--- config.mk ---
export PLATFORM = sky130hd
export DESIGN_NAME = uart_rx_fsm
export DESIGN_NICKNAME = d
export VERILOG_FILES = /design/src/rtl/uart_rx_pkg.sv /design/src/rtl/uart_rx_edge_bit_counter.sv /design/src/rtl/uart_rx_fsm.sv
export SDC_FILE = /design/constraint.sdc
export NUM_CORES = 1
export LEC_CHECK = 0
export BUFFER_PORTS_ARGS = -buffer_cell sky130_fd_sc_hd__buf_2
export CELL_PAD_IN_SITES_DETAIL_PLACEMENT = 0
export CELL_PAD_IN_SITES_GLOBAL_PLACEMENT = 1
export CORE_UTILIZATION = 44
export DETAILED_ROUTE_END_ITERATION = 12
export GPL_ROUTABILITY_DRIVEN = 0
export PLACE_DENSITY = 0.8
export SLEW_MARGIN = 40
export SYNTH_ARGS = -nofsm -noshare
export SYNTH_HDL_FRONTEND = slang
export SYNTH_HIERARCHICAL = 1
export SYNTH_SLANG_ARGS = --single-unit
--- constraint.sdc ---
create_clock -name clk2 -period 7.89 [get_ports clk2]
set_clock_uncertainty 0.15 [all_clocks]
set_input_delay 0.3945 -clock clk2 [delete_from_list [all_inputs] [get_ports clk2]]
set_output_delay 0.3945 -clock clk2 [all_outputs]
set_load 0.01 [all_outputs]
--- src/rtl/uart_rx_pkg.sv ---
`default_nettype none
// ============================================================================
// Module      : uart_rx_pkg
// Description : Shared types and constants for the UART receive controller:
//               FSM state encoding, default widths and legal prescale values.
// Revision    : 1.0 - initial release
// ============================================================================
package uart_rx_pkg;

  // Default frame geometry.
  localparam int DATA_BITS_DEF  = 8;
  localparam int PRESCALE_W_DEF = 6;

  // Supported oversampling ratios; anything else falls back to 8.
  localparam int PRESCALE_8  = 8;
  localparam int PRESCALE_16 = 16;
  localparam int PRESCALE_32 = 32;

  // Receiver FSM states, 3-bit binary encoding.
  typedef enum logic [2:0] {
    ST_IDLE   = 3'd0,
    ST_START  = 3'd1,
    ST_DATA   = 3'd2,
    ST_PARITY = 3'd3,
    ST_STOP   = 3'd4
  } rx_state_e;

  // Map a requested prescale onto a supported ratio.
  function automatic int norm_prescale(input int ps);
    if (ps == PRESCALE_16 || ps == PRESCALE_32) begin
      return ps;
    end
    return PRESCALE_8;
  endfunction

endpackage
`default_nettype wire

--- src/rtl/uart_rx_edge_bit_counter.sv ---
`default_nettype none
// ============================================================================
// Module      : uart_rx_edge_bit_counter
// Description : Oversample (edge) counter and bit counter for the UART
//               receiver. Edge counter wraps at last_edge and advances the
//               bit counter; clr has priority over en.
// Revision    : 1.0 - initial release
// ============================================================================
module uart_rx_edge_bit_counter #(
  parameter int PRESCALE_W = 6
) (
  input  logic                  clk2,
  input  logic                  rst,
  input  logic                  en,
  input  logic                  clr,
  input  logic [PRESCALE_W-1:0] last_edge,
  output logic [PRESCALE_W-1:0] edge_cnt,
  output logic [3:0]            bit_cnt,
  output logic                  bit_end
);

  logic [PRESCALE_W-1:0] edge_cnt_q, edge_cnt_d;
  logic [3:0]            bit_cnt_q, bit_cnt_d;

  // Next-count logic: clear, wrap-and-advance, or plain increment.
  always_comb begin
    edge_cnt_d = edge_cnt_q;
    bit_cnt_d  = bit_cnt_q;
    if (clr) begin
      edge_cnt_d = '0;
      bit_cnt_d  = '0;
    end else if (en) begin
      if (edge_cnt_q == last_edge) begin
        edge_cnt_d = '0;
        bit_cnt_d  = bit_cnt_q + 4'd1;
      end else begin
        edge_cnt_d = edge_cnt_q + PRESCALE_W'(1);
      end
    end
  end

  // Counter registers with asynchronous active-low reset.
  always_ff @(posedge clk2 or negedge rst) begin
    if (!rst) begin
      edge_cnt_q <= '0;
      bit_cnt_q  <= '0;
    end else begin
      edge_cnt_q <= edge_cnt_d;
      bit_cnt_q  <= bit_cnt_d;
    end
  end

  assign edge_cnt = edge_cnt_q;
  assign bit_cnt  = bit_cnt_q;
  // Final oversample of the current bit while counting.
  assign bit_end  = en && (edge_cnt_q == last_edge);

endmodule
`default_nettype wire

--- src/rtl/uart_rx_fsm.sv ---
`default_nettype none
// ============================================================================
// Module      : uart_rx_fsm
// Description : UART receive controller. Detects the start edge, walks the
//               frame bit by bit using the edge/bit counter, pulses the
//               sampler/deserializer/checker enables mid-bit and raises a
//               one-cycle data_valid when a frame is accepted.
//               Optional parity support is compiled in with the macro
//               UART_RX_PARITY_EN; without it par_en/par_err are ignored.
// Revision    : 1.0 - initial release
// ============================================================================
module uart_rx_fsm
  import uart_rx_pkg::*;
#(
  parameter int DATA_BITS  = DATA_BITS_DEF,
  parameter int PRESCALE_W = PRESCALE_W_DEF
) (
  input  logic                  clk2,
  input  logic                  rst,
  input  logic                  rx_in,
  input  logic                  par_en,
  input  logic [PRESCALE_W-1:0] prescale,
  input  logic                  strt_glitch,
  input  logic                  par_err,
  input  logic                  stp_err,
  output logic                  dat_samp_en,
  output logic                  deser_en,
  output logic                  strt_chk_en,
  output logic                  par_chk_en,
  output logic                  stp_chk_en,
  output logic                  data_valid,
  output logic [PRESCALE_W-1:0] edge_cnt,
  output logic [3:0]            bit_cnt
);

  rx_state_e             state_q, state_d;
  logic [PRESCALE_W-1:0] ps_q, ps_d;
  logic                  samp_q, samp_d;
  logic                  deser_q, deser_d;
  logic                  strt_q, strt_d;
  logic                  stp_q, stp_d;
  logic                  par_chk_q, par_chk_d;
  logic                  par_active;

  logic                  cnt_en;
  logic                  cnt_clr;
  logic                  bit_end;
  logic [PRESCALE_W-1:0] mid;
  logic [PRESCALE_W-1:0] last_edge;
  logic [PRESCALE_W-1:0] ps_norm;

`ifdef UART_RX_PARITY_EN
  logic par_q, par_d;
  assign par_active = par_q;
`else
  logic unused_par_en;
  assign unused_par_en = par_en;
  assign par_active    = 1'b0;
`endif

  assign ps_norm   = PRESCALE_W'(norm_prescale(int'(prescale)));
  assign mid       = ps_q >> 1;
  assign last_edge = ps_q - PRESCALE_W'(1);

  uart_rx_edge_bit_counter #(
    .PRESCALE_W (PRESCALE_W)
  ) u_cnt (
    .clk2      (clk2),
    .rst       (rst),
    .en        (cnt_en),
    .clr       (cnt_clr),
    .last_edge (last_edge),
    .edge_cnt  (edge_cnt),
    .bit_cnt   (bit_cnt),
    .bit_end   (bit_end)
  );

  // Next-state, counter control, latching and strobe look-ahead.
  always_comb begin
    state_d    = state_q;
    ps_d       = ps_q;
    cnt_en     = (state_q != ST_IDLE);
    cnt_clr    = 1'b0;
    data_valid = 1'b0;
`ifdef UART_RX_PARITY_EN
    par_d      = par_q;
`endif

    unique case (state_q)
      ST_IDLE: begin
        cnt_clr = 1'b1;
        if (!rx_in) begin
          state_d = ST_START;
          ps_d    = ps_norm;
`ifdef UART_RX_PARITY_EN
          par_d   = par_en;
`endif
        end
      end
      ST_START: begin
        if (bit_end) begin
          if (strt_glitch) begin
            state_d = ST_IDLE;
            cnt_clr = 1'b1;
          end else begin
            state_d = ST_DATA;
          end
        end
      end
      ST_DATA: begin
        if (bit_end && (bit_cnt == 4'(DATA_BITS))) begin
          state_d = par_active ? ST_PARITY : ST_STOP;
        end
      end
      ST_PARITY: begin
        if (bit_end) begin
          state_d = ST_STOP;
        end
      end
      ST_STOP: begin
        if (bit_end) begin
          cnt_clr    = 1'b1;
          data_valid = !stp_err && !(par_active && par_err);
          if (!rx_in) begin
            // Next frame's start edge is already on the line.
            state_d = ST_START;
            ps_d    = ps_norm;
`ifdef UART_RX_PARITY_EN
            par_d   = par_en;
`endif
          end else begin
            state_d = ST_IDLE;
          end
        end
      end
      default: begin
        state_d = ST_IDLE;
        cnt_clr = 1'b1;
      end
    endcase

    // Strobes are registered, so decode one oversample early. mid+1 and
    // mid+2 never reach the bit's last oversample, so the state cannot
    // change between decode and assertion.
    samp_d    = (state_d != ST_IDLE);
    deser_d   = (state_q == ST_DATA)  && (edge_cnt == mid + PRESCALE_W'(1));
    strt_d    = (state_q == ST_START) && (edge_cnt == mid + PRESCALE_W'(1));
    stp_d     = (state_q == ST_STOP)  && (edge_cnt == mid + PRESCALE_W'(1));
`ifdef UART_RX_PARITY_EN
    par_chk_d = (state_q == ST_PARITY) &&
                ((edge_cnt == mid + PRESCALE_W'(1)) ||
                 (edge_cnt == mid + PRESCALE_W'(2)));
`else
    par_chk_d = 1'b0;
`endif
  end

  // FSM state, latched frame configuration and registered strobes.
  always_ff @(posedge clk2 or negedge rst) begin
    if (!rst) begin
      state_q   <= ST_IDLE;
      ps_q      <= '0;
      samp_q    <= 1'b0;
      deser_q   <= 1'b0;
      strt_q    <= 1'b0;
      stp_q     <= 1'b0;
      par_chk_q <= 1'b0;
`ifdef UART_RX_PARITY_EN
      par_q     <= 1'b0;
`endif
    end else begin
      state_q   <= state_d;
      ps_q      <= ps_d;
      samp_q    <= samp_d;
      deser_q   <= deser_d;
      strt_q    <= strt_d;
      stp_q     <= stp_d;
      par_chk_q <= par_chk_d;
`ifdef UART_RX_PARITY_EN
      par_q     <= par_d;
`endif
    end
  end

  assign dat_samp_en = samp_q;
  assign deser_en    = deser_q;
  assign strt_chk_en = strt_q;
  assign stp_chk_en  = stp_q;
  assign par_chk_en  = par_chk_q;

endmodule
`default_nettype wire

==> flow_summary.json, run 1 <==
{
  "htreeDepth": 1,
  "clock_path_buffers": 2,
  "status": "finished clean",
  "r2r_cells": 14,
  "power_density_nw_per_um2": 266,
  "rr_endpoint": "u_cnt/bit_cnt[3]",
  "cts.sinks": 23,
  "syn_nets": 180,
  "die_w_um": 60.3,
  "initial_utilization": 0.478,
  "drt-vias-per-instance": 5.40,
  "ys.flop_type": "dfrtp_1",
  "yosysSeqAreaShare": 0.385,
  "critPathLaunchType": "register",
  "total_leakage_power_nw": 0.778,
  "antenna_cells": 0,
  "cts_resized": 0,
  "power_frac_seq": 0.415,
  "nets": 202,
  "dp_hpwl_mm": 2.33,
  "synthToLayoutAreaGrowth_pct": 11.3,
  "yosysWarnings": 6,
  "cp_max_fo": 13,
  "clk_pin_slew_worst_paths_ps": 130,
  "max_freq_mhz": 276,
  "first_iter_violations": 74,
  "async_flop_share": 1.00,
  "fillers": 292,
  "yosys.area_share.simple": 0.270,
  "clkPwrFrac": 0.127,
  "ant_nets": 0,
  "max_slew_margin": 0.564,
  "synth_edf_count": 0,
  "syn_area_um2": 1500,
  "rrSetupSlack_ps": 4270,
  "holdPathStages": 3,
  "antenna_found_initial": 0,
  "combPwrFrac": 0.458,
  "fp-row-count": 20,
  "maxCapViolations": 0,
  "hold_viol_final": 0,
  "synth_compound_area_frac": 0.0936,
  "clock_latency_ps": 310,
  "crit_arrival_ps": 3690,
  "synthDistinctLibCells": 44,
  "final-setup-viol-count": 0,
  "switching_share": 0.454,
  "dr_total_vias": 1220,
  "ys_ff_latch": 23,
  "r2r_start": "ps_q[1]",
  "routedWlPerCell_um": 13.9,
  "dieArea_um2": 3640,
  "first_pass_iters": 4,
  "drv_slew": 0,
  "grt_start_max_net_pins": 24,
  "timing.final.crit_share": 0.459,
  "fin_crit_ps": 3620,
  "drive_gt1_frac": 0.209,
  "min-delay-start": "prescale[5]",
  "gr-usage-all-layers": 0.196,
  "cts_tree": "done",
  "cts_buffers": 3,
  "setup_slack_ps": 4270,
  "grt_pass1_vias": 1124,
  "end_kind": "register",
  "cts-root-buf": "clkbuf_4",
  "core_um2": 3130,
  "internal_power_w": 0.000242,
  "io_buffers": 25,
  "synthAdderAreaFrac": 0.0502,
  "ir_drop_v": 0.000144,
  "hold_path_end": "ps_q[5]",
  "gr-total-overflow": 0,
  "drc": 0,
  "net-switching-power_w": 0.000201,
  "rsz0062_at_grt": "no",
  "synth.avg_cell_area_um2": 9.29,
  "grt_pass1_wl_mm": 5.26,
  "seqCellArea_um2": 576,
  "hold_path.class": "in2reg",
  "critPathKind": "reg2reg",
  "drt_wl_total_mm": 3.13,
  "pre_cts_slack_ps": 4320,
  "synthXorXnorAreaFrac": 0.123,
  "tightest_slew_ps": 648,
  "required_ps": 7960,
  "synth_top_family_by_area": "simple AND/OR/NAND/NOR gates",
  "io_pins": 29,
  "muxShareOfSynthArea": 0.00753,
  "die_h_um": 60.3,
  "syn_inst": 161,
  "multi_input_comb_area_um2": 827,
  "finalSetupTns_ps": 0
}
[cell usage in the layout (no fill, tap or decap), types with 2 or more instances in the layout]
master,count
o31ai_1,2
nor3_1,10
a21oi_1,6
nand4b_1,3
nand4_1,4
xnor2_1,7
o21ai_0,6
nand3b_1,2
nor4_1,6
buf_2,25
nor2_1,12
nand2_1,8
nand2b_1,3
dfrtp_1,23
nor4b_1,2
inv_1,12
clkbuf_4,3
xor2_1,14
nand3_1,3
or3_1,2
ha_1,6
nor2b_1,2
[area by class of cell]
class | instances | area share
Clock inverter | 1 | 0.00301
Sequential cell | 23 | 0.346
Multi-Input combinational cell | 117 | 0.497
Inverter | 12 | 0.0270
Tap cell | 44 | 0.0331
Clock buffer | 3 | 0.0135
Timing Repair Buffer | 26 | 0.0811
[how the worst max path moves through the flow]
stage,start,endpoint,cells past startpoint
final,ps_q[1],u_cnt/bit_cnt[3],14
after global routing,ps_q[1],u_cnt/bit_cnt[3],14
after CTS,ps_q[1],u_cnt/bit_cnt[3],14
after detailed placement,ps_q[1],u_cnt/bit_cnt[3],14
after global placement,ps_q[1],u_cnt/bit_cnt[3],14
after floorplan,ps_q[1],u_cnt/bit_cnt[3],15
[per-stage QoR]
| step | utilization | cell area, um2 | hold WS [ps] | power [W] | cells |
|---|---|---|---|---|---|
| floorplan | - | 1500 | -51.1 | 0.000345 | 161 |
| global placement | 0.518 | 1620 | 248 | 0.000378 | 221 |
| detailed placement | 0.518 | 1620 | 254 | 0.000387 | 221 |
| CTS | 0.530 | 1660 | 220 | 0.000444 | 226 |
| global route | 0.532 | 1670 | 240 | 0.000480 | 226 |
| finish | 0.532 | 1670 | 227 | 0.000444 | 226 |
[cells by family after synthesis]
kind of cell,count (synthesis)
and+or+nand+nor,67
DFF,23
AOI/OAI and AO/OA,21
xor gates and xnor gates,21
buffers and inverters,21
adders and majority gates,6
other,1
muxes,1
[registers in the layout, summed over array words and instances (netlist names)]
register / cells
u_cnt/edge_cnt: 6
ps_q: 6
state_q: 3
strt_chk_en: 1
dat_samp_en: 1
u_cnt/bit_cnt: 4
stp_chk_en: 1
deser_en: 1
[per-layer routing]
layer,global-route usage,vias up,wire length (um),part of all wire
met3,0.0216,4,82,0.026
met2,0.312,18,1550,0.49
met1,0.269,592,1460,0.47
met4,0.0797,0,40,0.013
li1,-,606,-,-
met5,0,-,0,0
[repair_timing]
action / CTS / global route
hold endpoints to repair: 23 / 0
endpoints found under the setup margin: 0 / 0
hold buffers: 1 / 0
setup buffers: 0 / 0
[cells in the mapped netlist (4+ instances only)]
library cell / count / area share
a21oi_1: 6 / 0.020
clkbuf_1: 5 / 0.013
dfrtp_1: 23 / 0.38
ha_1: 6 / 0.050
inv_1: 12 / 0.030
nand2_1: 8 / 0.020
nand4_1: 4 / 0.017
nor2_1: 12 / 0.030
nor3_1: 10 / 0.033
nor4_1: 6 / 0.025
o21ai_0: 6 / 0.020
xnor2_1: 7 / 0.041
xor2_1: 14 / 0.082
[critical path, stage by stage (launching register included)]
cell and delay [ps]:
dfrtp_1 430, inv_1 120, ha_1 210, nand2_1 50, nand2_1 90, nor3_1 190
xnor2_1 110, xor2_1 180, nor4_1 610, and2_1 290, nand2_1 60, a21oi_1 210
o21a_1 420, nor2_1 90, mux2_1 300
[power groups by stage]
stage / Combinational, W / Sequential [W] / Clock [W]
after floorplan: 0.000170 / 0.000175 / 0
after global placement: 0.000195 / 0.000183 / 0
after detailed placement: 0.000202 / 0.000184 / 0
after CTS: 0.000203 / 0.000182 / 0.0000588
after global routing: 0.000229 / 0.000190 / 0.0000614
final: 0.000203 / 0.000184 / 0.0000563
No activity file was read; power rests on OpenSTA's default activity.
==> run 2, diff against run 1 <==
--- a/config.mk
+++ b/config.mk
@@ -8,10 +8,10 @@
 export BUFFER_PORTS_ARGS = -buffer_cell sky130_fd_sc_hd__buf_2
 export CELL_PAD_IN_SITES_DETAIL_PLACEMENT = 0
 export CELL_PAD_IN_SITES_GLOBAL_PLACEMENT = 1
-export CORE_UTILIZATION = 44
+export CORE_UTILIZATION = 37
 export DETAILED_ROUTE_END_ITERATION = 12
 export GPL_ROUTABILITY_DRIVEN = 0
-export PLACE_DENSITY = 0.8
+export PLACE_DENSITY = 0.72
 export SLEW_MARGIN = 40
 export SYNTH_ARGS = -nofsm -noshare
 export SYNTH_HDL_FRONTEND = slang
==> constraint.sdc (replaced) <==
create_clock -name clk2 -period 2.9 [get_ports clk2]
set_clock_uncertainty 0.15 [all_clocks]
set_input_delay 0.145 -clock clk2 [delete_from_list [all_inputs] [get_ports clk2]]
set_output_delay 0.145 -clock clk2 [all_outputs]
set_load 0.01 [all_outputs]
==> run 2 against run 1 <==
Net effect: core utilization decreased by 4.0 points; setup slack got worse by 4100 ps; non-clock buffer count increased by 17; via count increased by 2.9%; power increased to 3.1 times the previous value; worst hold slack got worse by 200 ps; sequential share of layout area decreased by 3.6 points; fmax increased by 31%; global-route usage decreased by 3.0 points; cell area increased by 11%; critical endpoint unchanged; largest power group unchanged; highest routed layer unchanged.
==> flow_summary.json, run 2 (synthesis gave the netlist of run 1 again) <==
{
  "gr-total-overflow": 0,
  "cpMaxStageDelayCell": "dfrtp_1",
  "final_cell_mix": "buf_2, dfrtp_1, buf_4",
  "die_w_um": 65.6,
  "cts_tree": "done",
  "first_iter_violations": 89,
  "grt_pass1_wl_mm": 5.48,
  "finalSetupTns_ps": 0,
  "drive_gt1_frac": 0.342,
  "fin_hold_ws_ps": 26.5,
  "dp.cells": 236,
  "synthToLayoutAreaGrowth_pct": 24.1,
  "gr-usage-all-layers": 0.165,
  "cts_buffers": 3,
  "required_ps": 2910,
  "rr_endpoint": "u_cnt/bit_cnt[3]",
  "fin_crit_ps": 2770,
  "fp-row-count": 22,
  "grt_start_max_net_pins": 24,
  "drt_wl_total_mm": 3.24,
  "initial_utilization": 0.397,
  "io_pins": 29,
  "final_cells": 247,
  "die_h_um": 65.6,
  "status": "finished clean",
  "path_delay_family": "simple AND/OR/NAND/NOR gates",
  "cp_cell_sequence": "inv_2 -> ha_2 -> nand2_1 -> nand2_2 -> nor3_2 -> xnor2_1 -> xor2_1 -> nor4_2 -> and2_4 -> nand2_2 -> a21oi_2 -> o21a_2 -> nor2b_1 -> mux2_4",
  "power_density_nw_per_um2": 741,
  "routedWlPerCell_um": 13.1,
  "ir_drop_v": 0.000344,
  "cts.sinks": 23,
  "crit_arrival_ps": 2780,
  "cts-root-buf": "clkbuf_8",
  "nets": 219,
  "tightest_slew_ps": 524,
  "clk_pin_slew_worst_paths_ps": 80,
  "cpMostUsedCell": "nand2_2",
  "grt_pass1_vias": 1228,
  "hold_viol_final": 0,
  "clock_latency_ps": 270,
  "final_common_cell": "buf_2",
  "min-delay-start": "prescale[5]",
  "core_um2": 3770,
  "final-setup-viol-count": 0,
  "placed_area_um2": 1710,
  "r2r_start": "ps_q[1]",
  "max_freq_mhz": 361,
  "antenna_cells": 0,
  "hold_path_end": "ps_q[5]",
  "crit_buf_inv": 1,
  "r2r_cells": 14,
  "first_pass_iters": 4,
  "hold_path.class": "in2reg",
  "total_leakage_power_nw": 0.874,
  "cpPeakStageDelay_ps": 370,
  "dr_total_vias": 1255,
  "drc": 0,
  "io_buffers": 25,
  "max_slew_margin": 0.651,
  "antenna_found_initial": 0,
  "drt-vias-per-instance": 5.08,
  "ant_nets": 0,
  "rrSetupSlack_ps": 130,
  "post-route-util": 0.492,
  "maxCapViolations": 0,
  "htreeDepth": 1,
  "clock_path_buffers": 2,
  "drv_slew": 0,
  "final_area_um2": 1860,
  "critPathLaunchType": "register",
  "timing.final.crit_share": 0.954,
  "end_kind": "register",
  "dp_hpwl_mm": 2.38,
  "holdPathStages": 3,
  "cp_max_fo": 5,
  "critPathKind": "reg2reg",
  "dieArea_um2": 4300
}
run 2: changes by cell type in the layout (fill, tap and decap cells not counted), sizes merged:
cell    delta
clkbuf     +1
clkinv     -1
buf       +17
run 2: power by group:
part,switching (W),total [W],leakage [nW],internal [W]
Clock,0.000107,0.000205,0.0228,0.0000984
Combinational,0.000354,0.000671,0.549,0.000317
Sequential,0.000117,0.000499,0.302,0.000382
run 2: how the worst max path moves through the flow:
stage                     cells after the start     from           endpoint
after floorplan                              15  ps_q[1]   u_cnt/bit_cnt[3]
after global placement                       14  ps_q[1]  u_cnt/edge_cnt[0]
after detailed placement                     14  ps_q[1]  u_cnt/edge_cnt[0]
after CTS                                    14  ps_q[1]  u_cnt/edge_cnt[0]
after global routing                         15  ps_q[1]            ps_q[5]
final                                        14  ps_q[1]   u_cnt/bit_cnt[3]
run 2: final cells by class:
cell class / instances / area [um2]
flip-flops and latches: 23 / 576
fillers: 365 / 1910
well taps: 48 / 60.1
inverters: 12 / 45.0
repair buffers: 43 / 267
multi-input cells: 117 / 865
clock buffers: 4 / 45.0
run 2: per-stage QoR:
| step | power [W] | setup slack [ps] |
|---|---|---|
| 5_1_grt | 0.00148 | -0.393 |
| 6_report | 0.00138 | 132 |
| 2_1_floorplan | 0.000946 | 63.7 |
| 3_3_place_gp | 0.00110 | 110 |
| 4_1_cts | 0.00132 | 35.6 |
| 3_5_place_dp | 0.00112 | 72.0 |
run 2: layer usage:
metal  GRT usage  up-vias  part of all wire
met5           0        -                 0
met4      0.0571        0             0.018
met3      0.0208        5             0.027
met2       0.284       21              0.47
met1       0.212      592              0.49
li1            -      637                 -
run 2: worst register-to-register path: cells and delay by family, from the launching register on:
family	cells	cell delay, ps
mux	1	260
compound gates	2	350
xor+xnor	2	310
flops	1	370
simple gates	7	980
buf+inv	1	70
fa+ha+maj	1	170
run 2: repair_timing:
item                                   4_1_cts  5_1_grt
setup endpoints to repair                    0       14
setup buffers                                0        6
gates resized for setup                      0       15
hold buffers                                 1        0
endpoints found under the hold margin       23        0
==> run 3, diff against run 2 <==
--- a/config.mk
+++ b/config.mk
@@ -6,9 +6,8 @@
 export NUM_CORES = 1
 export LEC_CHECK = 0
 export BUFFER_PORTS_ARGS = -buffer_cell sky130_fd_sc_hd__buf_2
-export CELL_PAD_IN_SITES_DETAIL_PLACEMENT = 0
-export CELL_PAD_IN_SITES_GLOBAL_PLACEMENT = 1
-export CORE_UTILIZATION = 37
+export CAP_MARGIN = 20
+export CORE_UTILIZATION = 49
 export DETAILED_ROUTE_END_ITERATION = 12
 export GPL_ROUTABILITY_DRIVEN = 0
 export PLACE_DENSITY = 0.72
==> run 3 against run 2 <==
Net effect: the run now ends with DRC left; register-to-register slack hardly changed; clock-buffer cell count decreased by 1; global-route usage is 4.9 points higher; fmax grew 0.18%; sequential power about the same; combinational power barely moved; cell area is 0.54% lower.
==> flow_summary.json, run 3 (synthesis gave the netlist of run 1 again) <==
{
  "synthToLayoutAreaGrowth_pct": 23.4,
  "power_density_nw_per_um2": 719,
  "post-route-util": 0.653,
  "fp-row-count": 19,
  "cts_buffers": 3,
  "io_buffers": 25,
  "crit_arrival_ps": 2840,
  "drt-vias-per-instance": 5.65,
  "ant_nets": 0,
  "drive_gt1_frac": 0.337,
  "io_pins": 29,
  "ir_drop_v": 0.000527,
  "first_iter_violations": 60,
  "fin_crit_ps": 2760,
  "rsz0062_at_grt": "yes",
  "cp_max_fo": 5,
  "required_ps": 2970,
  "critPathKind": "reg2reg",
  "core_um2": 2830,
  "grt_start_max_net_pins": 24,
  "antenna_cells": 0,
  "cpMaxStageDelayCell": "dfrtp_1",
  "status": "finished with violations",
  "maxCapViolations": 0,
  "tightest_slew_ps": 514,
  "final_cell_mix": "buf_2, dfrtp_1, buf_4",
  "critPathLaunchType": "register",
  "dieArea_um2": 3280,
  "dp_hpwl_mm": 2.42,
  "setup_slack_ps": 137,
  "cpMostUsedCell": "nand2_2",
  "nets": 222,
  "initial_utilization": 0.529,
  "fillers": 235,
  "clock_latency_ps": 330,
  "drv_slew": 0,
  "grt_pass1_vias": 1223,
  "timing.final.crit_share": 0.953,
  "end_kind": "register",
  "violations": "DRC",
  "die_h_um": 57.3,
  "routedWlPerCell_um": 14.3,
  "hold_viol_final": 0,
  "cts_tree": "done",
  "cpPeakStageDelay_ps": 380,
  "pre_cts_slack_ps": -29.8,
  "final-setup-viol-count": 0,
  "placed_area_um2": 1680,
  "htreeDepth": 1,
  "grt_pass1_wl_mm": 5.43,
  "cts.sinks": 23,
  "total_leakage_power_nw": 0.883,
  "cts-root-buf": "clkbuf_4",
  "cp_cell_sequence": "inv_2 -> ha_2 -> nand2_2 -> nand2_2 -> nor3_2 -> xnor2_1 -> xor2_1 -> nor4_2 -> and2_4 -> nand2_2 -> a21oi_2 -> o21a_2 -> buf_6 -> nand3b_1 -> o32ai_2",
  "final_common_cell": "buf_2",
  "clk_pin_slew_worst_paths_ps": 140,
  "die_w_um": 57.3,
  "power_w": 0.00133,
  "dp.cells": 217,
  "dr_total_vias": 1316,
  "max_slew_margin": 0.657,
  "antenna_found_initial": 0,
  "drt_wl_total_mm": 3.33,
  "first_pass_iters": 9,
  "clock_path_buffers": 2,
  "final_cells": 233,
  "max_freq_mhz": 362,
  "gr-usage-all-layers": 0.214,
  "drc": 1,
  "final_area_um2": 1850,
  "gr-total-overflow": 0,
  "hold_path.class": "in2reg"
}
## run 3: metal layers
layer	routed length (um)	GRT usage	vias up
met5	0	0	-
met4	55	0.0941	0
met3	98	0.0159	5
met2	1720	0.376	23
met1	1450	0.270	646
li1	-	-	642
## run 3: worst paths after layout
| kind | startpoint | endpoint | slack, ps | depth (start not counted) |
|---|---|---|---|---|
| max | ps_q[1] | u_cnt/edge_cnt[1] | 140 | 15 |
| min | rx_in | dat_samp_en | 10 | 4 |
| max reg2reg | ps_q[1] | u_cnt/edge_cnt[1] | 140 | 15 |
| min reg2reg | u_cnt/bit_cnt[1] | u_cnt/bit_cnt[1] | 450 | 2 |
| max in group asynchronous | rst | ps_q[1] | 2100 | 2 |
| min in group asynchronous | rst | state_q[2] | 150 | 2 |
## run 3: worst max-delay path, delay by kind of cell (launching register included)
kind | cells | cell delay (ps)
AOI/OAI and AO/OA | 3 | 450
xor gates and xnor gates | 2 | 290
adders and majority gates | 1 | 180
buffers and inverters | 2 | 200
DFF | 1 | 380
and+or+nand+nor | 7 | 1000
## run 3: area by class of cell
class | instances | area (um2) | share of cell area
well taps | 31 | 38.8 | 0.0210
repair buffers | 46 | 299 | 0.162
multi-input cells | 117 | 861 | 0.466
inverters | 12 | 45.0 | 0.0244
flip-flops and latches | 23 | 576 | 0.312
clock inverters | 1 | 5.00 | 0.00271
clock buffers | 3 | 22.5 | 0.0122
## run 3: repair_timing
item	4_1_cts	5_1_grt
setup endpoints to repair	3	14
hold buffers	5	0
gates resized for setup	1	13
endpoints found under the hold margin	26	0
setup buffers	0	7
pin swaps	0	9
## run 3: metrics by stage
stage          hold slack, ps  TNS (ps)
2_1_floorplan            -301         0
3_3_place_gp            -13.0         0
3_5_place_dp             2.47     -67.2
4_1_cts                  3.41         0
5_1_grt                  22.8     -9.74
6_report                 11.7         0
## run 3: report_power, final
group | internal (W) | switching (W)
sequential | 0.000382 | 0.000118
clock | 0.0000518 | 0.000107
combinational | 0.000313 | 0.000357
total | 0.000746 | 0.000581
